==> config.mk <==
export PLATFORM = sky130hd
export DESIGN_NAME = bsg_adder_ripple_carry_pipelined
export DESIGN_NICKNAME = d
export VERILOG_FILES = /design/src/rtl/bsg_adder_ripple_carry_pipelined.sv
export SDC_FILE = /design/constraint.sdc
export NUM_CORES = 1
export LEC_CHECK = 0
export CORE_MARGIN = 4
export CORE_UTILIZATION = 30
export DETAILED_ROUTE_END_ITERATION = 7
export GPL_TIMING_DRIVEN = 0
export SLEW_MARGIN = 20
export SYNTH_ARGS = -nofsm -noshare
export SYNTH_HDL_FRONTEND = slang
export SYNTH_SLANG_ARGS = --single-unit
export TNS_END_PERCENT = 5
==> constraint.sdc <==
create_clock -name clk_i -period 4.6 [get_ports clk_i]
set_input_delay 0.69 -clock clk_i [delete_from_list [all_inputs] [get_ports clk_i]]
set_output_delay 0.69 -clock clk_i [all_outputs]
set_load 0.01 [all_outputs]
==> src/rtl/bsg_adder_ripple_carry_pipelined.sv <==
// bsg_adder_ripple_carry_pipelined: segmented ripple-carry add/sub with a registered carry per stage
module bsg_adder_ripple_carry_pipelined #(
  parameter int width_p  = 32,
  parameter int stages_p = 4
) (
  input  logic               clk_i,
  input  logic               reset_n_i,
  input  logic               v_i,
  output logic               ready_o,
  input  logic [width_p-1:0] a_i,
  input  logic [width_p-1:0] b_i,
  input  logic               c_i,
  input  logic               sub_i,
  output logic               v_o,
  input  logic               yumi_i,
  output logic [width_p-1:0] s_o,
  output logic               c_o,
  output logic               ovf_o
);
  localparam int seg_w = width_p / stages_p;
  logic adv;
  assign adv = ~v_o | yumi_i;
  assign ready_o = adv;
  if (stages_p < 1 || width_p % stages_p != 0) begin : g_bad
    $error("width_p must be a positive multiple of stages_p");
  end
  // Stage k owns operand bits from k*seg_w up; consumed low segments are dropped from its registers
  for (genvar k = 0; k < stages_p; k++) begin : st
    localparam int lo  = k * seg_w;
    localparam int opw = width_p - lo;
    logic [opw-1:0] a_in, b_in;
    logic c_in, v_in, v_q, c_q;
    logic [seg_w:0] sum;
    logic [lo+seg_w-1:0] s_q;
    assign sum = {1'b0, a_in[seg_w-1:0]} + {1'b0, b_in[seg_w-1:0]} + {{seg_w{1'b0}}, c_in};
    always_ff @(posedge clk_i or negedge reset_n_i)
      if (!reset_n_i) begin
        v_q <= 1'b0;
        c_q <= 1'b0;
      end else if (adv) begin
        v_q <= v_in;
        c_q <= sum[seg_w];
      end
    if (k == 0) begin : g_src
      assign a_in = a_i;
      assign b_in = sub_i ? ~b_i : b_i;
      assign c_in = c_i ^ sub_i;
      assign v_in = v_i;
      always_ff @(posedge clk_i or negedge reset_n_i)
        if (!reset_n_i) s_q <= '0;
        else if (adv) s_q <= sum[seg_w-1:0];
    end else begin : g_src
      assign a_in = st[k-1].g_op.a_q;
      assign b_in = st[k-1].g_op.b_q;
      assign c_in = st[k-1].c_q;
      assign v_in = st[k-1].v_q;
      always_ff @(posedge clk_i or negedge reset_n_i)
        if (!reset_n_i) s_q <= '0;
        else if (adv) s_q <= {sum[seg_w-1:0], st[k-1].s_q};
    end
    if (k < stages_p - 1) begin : g_op
      logic [opw-seg_w-1:0] a_q, b_q;
      always_ff @(posedge clk_i or negedge reset_n_i)
        if (!reset_n_i) begin
          a_q <= '0;
          b_q <= '0;
        end else if (adv) begin
          a_q <= a_in[opw-1:seg_w];
          b_q <= b_in[opw-1:seg_w];
        end
    end else begin : g_ovf
      logic ovf_q;
      // a^b^sum at the MSB recovers the carry into the MSB
      always_ff @(posedge clk_i or negedge reset_n_i)
        if (!reset_n_i) ovf_q <= 1'b0;
        else if (adv) ovf_q <= a_in[seg_w-1] ^ b_in[seg_w-1] ^ sum[seg_w-1] ^ sum[seg_w];
    end
  end
  assign v_o   = st[stages_p-1].v_q;
  assign s_o   = st[stages_p-1].s_q;
  assign c_o   = st[stages_p-1].c_q;
  assign ovf_o = st[stages_p-1].g_ovf.ovf_q;
  assert property (@(posedge clk_i) disable iff (!reset_n_i) yumi_i |-> v_o);
endmodule

* Yosys cells after proc, flatten, opt, wreduce, memory -nomap -nowiden
Index checks and enable logic that the tools add are counted.
** Cells by class
- Add/sub/neg operators :: 8
- Multiplexer cells :: 1
- Bitwise operators :: 7
** Operators with widths (count)
- 8-bit by 8-bit adder with 9-bit output :: 4
- 9-bit by 1-bit adder with 9-bit output :: 4
- 32-bit two-way mux :: 1
- 32-bit NOT :: 1
- 1-bit bitwise XOR :: 4
- 1-bit NOT :: 1
- 1-bit OR :: 1
** Word-level totals
- Bits in registers :: 185
- Bits of input ports :: 70
- Output and inout port bits :: 36
- Logic and storage cells :: 35

* Logic depth before layout (Yosys ltp)
- Depth in word-level cells :: 4
- Depth in mapped cells :: 11
- Depth with buffers taken out :: 9

* Worst setup path after synthesis
Ideal clock, no wire load.
- Kind :: in2reg
- Start :: input port sub_i
- End :: register st[0].s_q[6]
- Setup time :: 131 ps
- Arrival :: 2552 ps
- Data required time :: 4469 ps
- Slack :: 1917 ps
- Stages on the path :: 11
- Buffers on the path :: 2
- Cells stage by stage :: buf_2 buf_2 xor2_1 fa_1 inv_1 fa_1 nor2b_1 o21ai_1 a21boi_1 or3_1 nand3_1
** Between the ends
- Longest elaborated chain between the ends :: 3
- Elaborated cells between the ends (all ways) :: 4
- Those cells by class :: add/sub (2); mux (1); bitwise (1)
** Ends and longest elaborated chain
- start, declared :: line 13 : input logic sub_i,
- 32-bit two-way mux :: line 46 : assign b_in = sub_i ? ~b_i : b_i;
- 8-bit by 8-bit adder with 9-bit output :: line 35 : assign sum = {1'b0, a_in[seg_w-1:0]} + {1'b0, b_in[seg_w-1:0]} + {{seg_w{1'b0}}, c_in};
- 9-bit by 1-bit adder with 9-bit output * :: line 35
- end signal, assigned :: line 51 : else if (adv) s_q <= sum[seg_w-1:0];
- end, declared :: line 34 : logic [lo+seg_w-1:0] s_q;
Every way passes the cells marked *; elsewhere a longest branch is shown, timed or not.
A chain may end at the register's enable or synchronous reset.

* Final worst setup path
- Start :: input port yumi_i
- End :: output port ready_o
** Between the ends
- Longest elaborated chain between the ends :: 1
** Ends and longest elaborated chain
- start, declared :: line 15 : input logic yumi_i,
- 1-bit OR :: line 22 : assign adv = ~v_o | yumi_i;
- end, declared :: line 9 : output logic ready_o,
Every way passes these cells.

==> out/summary.txt <==
Vias/cell - 4.417
synthesized area - 8457 um2
Worst setup SP type - primary input
Synth top area share - 54.74%
Slew Viols, Final - 0
Core Region - 27,780 um2
Synth Area per Inst - 9.152 um2
Synth top cells by count - nand2_1, dfrtp_1, xnor2_1
Yosys cell types - 46
die area - 30,940 um2
CP max stage delay - 0.61 ns
HPWL Detailed - 15,490 um
clock period minus worst slack - 3.259 ns
fraction of synthesis flops using an asynchronous set or reset pin - 100.0%
fraction of layout cells with a size suffix above 1 - 7.547%
power density over the cells - 670.2 nW/um2
Worst Skew - 0.01022 ns
synth top area cells - dfrtp_1, nand2_1, ha_1
Req. time, crit path - 3.91 ns
initial antenna violation count - 0
count of buffer and inverter cells on the critical path - 5
Reg clk slew, reported paths - 0.07 ns
register area share after synthesis - 54.74%
PostCTS Resize Cnt - 0
Max Root-Sink Buffers - 2
Final #Nets - 1,155
critical path peak fanout - 10
Vias - 6,352
syn_nets - 1,030
Worst Slack Setup Final - 1.341 ns
DRT Pass-1 Iters - 4
# hold bufs at CTS - 0
Post-Syn Instances - 924
VDD IR max - 301.5 uV
Setup Viol. Count Final - 0
grt ovf - 0
period utilisation layout - 70.84%
TritonCTS clock tree - yes
htree depth - 4
Top delay family on crit path - buffers and inverters
most numerous cell in the Yosys netlist - nand2_1
most used cell, CP - clkdlybuf4s50_1
EDFF count, synth - 0
top_reg_cell synth - dfrtp_1
Post-CTS Setup Bufs - 0
Hold WS - 0.06229 ns
final wirelength - 21,060 um
RR Startpoint - st[0].c_q
Routed Antenna Nets - 0
Initial Util - 30.44%
Final Hold Vio Count - 0
Fmax - 306.9 MHz
RSZ-0062 raised after global routing - no
Filler cells - 2,908
NetSw - 2.630 mW
drt wl/cell - 14.65 um
slack of the worst reg-to-reg path - 2.26 ns
area grow syn2layout - 25.39%
endpoint arrival time on the critical path - 2.57 ns
die height - 175.9 um
Crit. End Element - output pin
#FFs+latches synth - 185
register area - 4629 um2
I/O Buffers - 104
Core Rows - 61
vias in the first global route - 6,423
Power Internal - 4.477 mW
area leader, netlist - dfrtp_1
Sw Ratio - 37.00%
sequential share of power - 39.0%
clock network fraction of design power - 20.4%
IO Count - 106
Num CTS Buffers - 17
DR iter-0 viols - 307
outcome - finished clean
Crit Path Category - primary input to output pin
Slew @ Worst Pin - 0.6403 ns
Slew headroom - 57.32%
Post-DP Area - 10,030 um2
Critical R2R Capture - st[1].c_q
max-cap violations - 0
drt drc - 0
CTS Sinks - 185
pre-CTS setup slack - 1.320 ns
chip width - 175.9 um
total chip power - 7.107 mW
n_diodes - 0
first-pass GRT wire length - 33,830 um
YS warnings - 0
clock latency on the worst-skew pair - 0.44 ns
Final Cell Area - 10,600 um2
leakage power - 5.125 nW
CTS root buf - clkbuf_16
hold crit path type - primary input to asynchronous set/reset pin
Final GP Congestion - 0.7999
CP max stage cell - clkdlybuf4s50_1
Comb pwr share - 40.5%
r2r worst-path depth - 7
Multi-input gate area - 3535 um2
CP Cell Sequence - clkdlybuf4s50_1 > nor2b_4 > inv_1 > clkbuf_8 > buf_2 > clkdlybuf4s50_1
largest net degree at the start of global routing - 88
Total GRT Usage - 14.02%
-- area by class of cell --
class                      instances  share of cell area (%)
sequential                       185                   43.66
multi-input combinational        680                   33.33
clock inverter                    10                   1.097
tap                              378                   4.460
inverter                           9                  0.3186
buffer                            50                   2.442
clock buffer                      20                   4.307
timing repair buffer             106                   10.38
-- metal layers --
metal  part of all wire, %  GRT usage, %  vias to the layer above
met5                     0             0                        -
met3                   5.8         3.186                       10
met1                    44         18.12                     3042
met2                    50         23.81                      117
met4                  0.76         3.736                        0
li1                      -             -                     3183
-- worst reg2reg max path: cells and delay by family (launching register included) --
| family | cells | cell delay [ns] |
|---|---|---|
| AO/OA/AOI/OAI | 5 | 0.91 |
| adder cells (fa/ha/maj) | 2 | 0.90 |
| flip-flops | 1 | 0.42 |
-- power by group through the flow --
stage	Clock (mW)	Combinational [mW]	Sequential, mW
after floorplan	0	1.87	2.77
after CTS	1.49	2.94	2.78
after global routing	1.55	3.28	2.86
final	1.45	2.88	2.77
after detailed placement	0	2.92	2.81
after global placement	0	2.85	2.79
-- worst max-delay path by stage --
stage,from,to,slack (ns),cells past startpoint
after floorplan,sub_i,st[0].s_q[6],1.92,11
after global placement,reset_n_i,st[0].g_op.b_q[2],-4.91,1
after detailed placement,yumi_i,ready_o,1.32,6
after CTS,yumi_i,ready_o,1.32,6
after global routing,yumi_i,ready_o,1.26,6
final,yumi_i,ready_o,1.34,6
-- cells in the final DEF, fill, tap and decap left out, types with 8 or more instances in the layout --
cell,n
nand2_1,440
dfrtp_1,185
clkdlybuf4s50_1,103
xnor2_1,38
buf_2,35
a21oi_1,32
o21ai_0,31
ha_1,28
nor2_1,19
clkbuf_16,17
xor2_1,16
clkbuf_1,10
a21o_1,9
inv_1,8
fa_1,8
-- registers in the layout, summed over array words and instances (netlist names) --
register,flops
st.g_op.a_q,48
c_o,1
st.g_op.b_q,48
st.s_q,48
st.c_q,3
ovf_o,1
v_o,1
s_o,32
st.v_q,3
-- cells by family after synthesis --
family,count (synthesis),synth area share (%)
AOI/OAI and AO/OA,104,7.516
DFF,185,54.74
adders and majority gates,36,6.036
buffers and inverters,59,3.462
and+or+nand+nor,486,22.65
xor gates and xnor gates,54,5.593
-- metrics by stage --
stage          setup TNS [ns]  cells  utilization [%]
3_5_place_dp                0   1408            36.11
6_report                    0   1438            38.17
3_3_place_gp          -905.65   1406            35.89
2_1_floorplan               0    924                -
4_1_cts                     0   1438            38.17
5_1_grt                     0   1438            38.17
No activity file was read; power rests on OpenSTA's default activity.
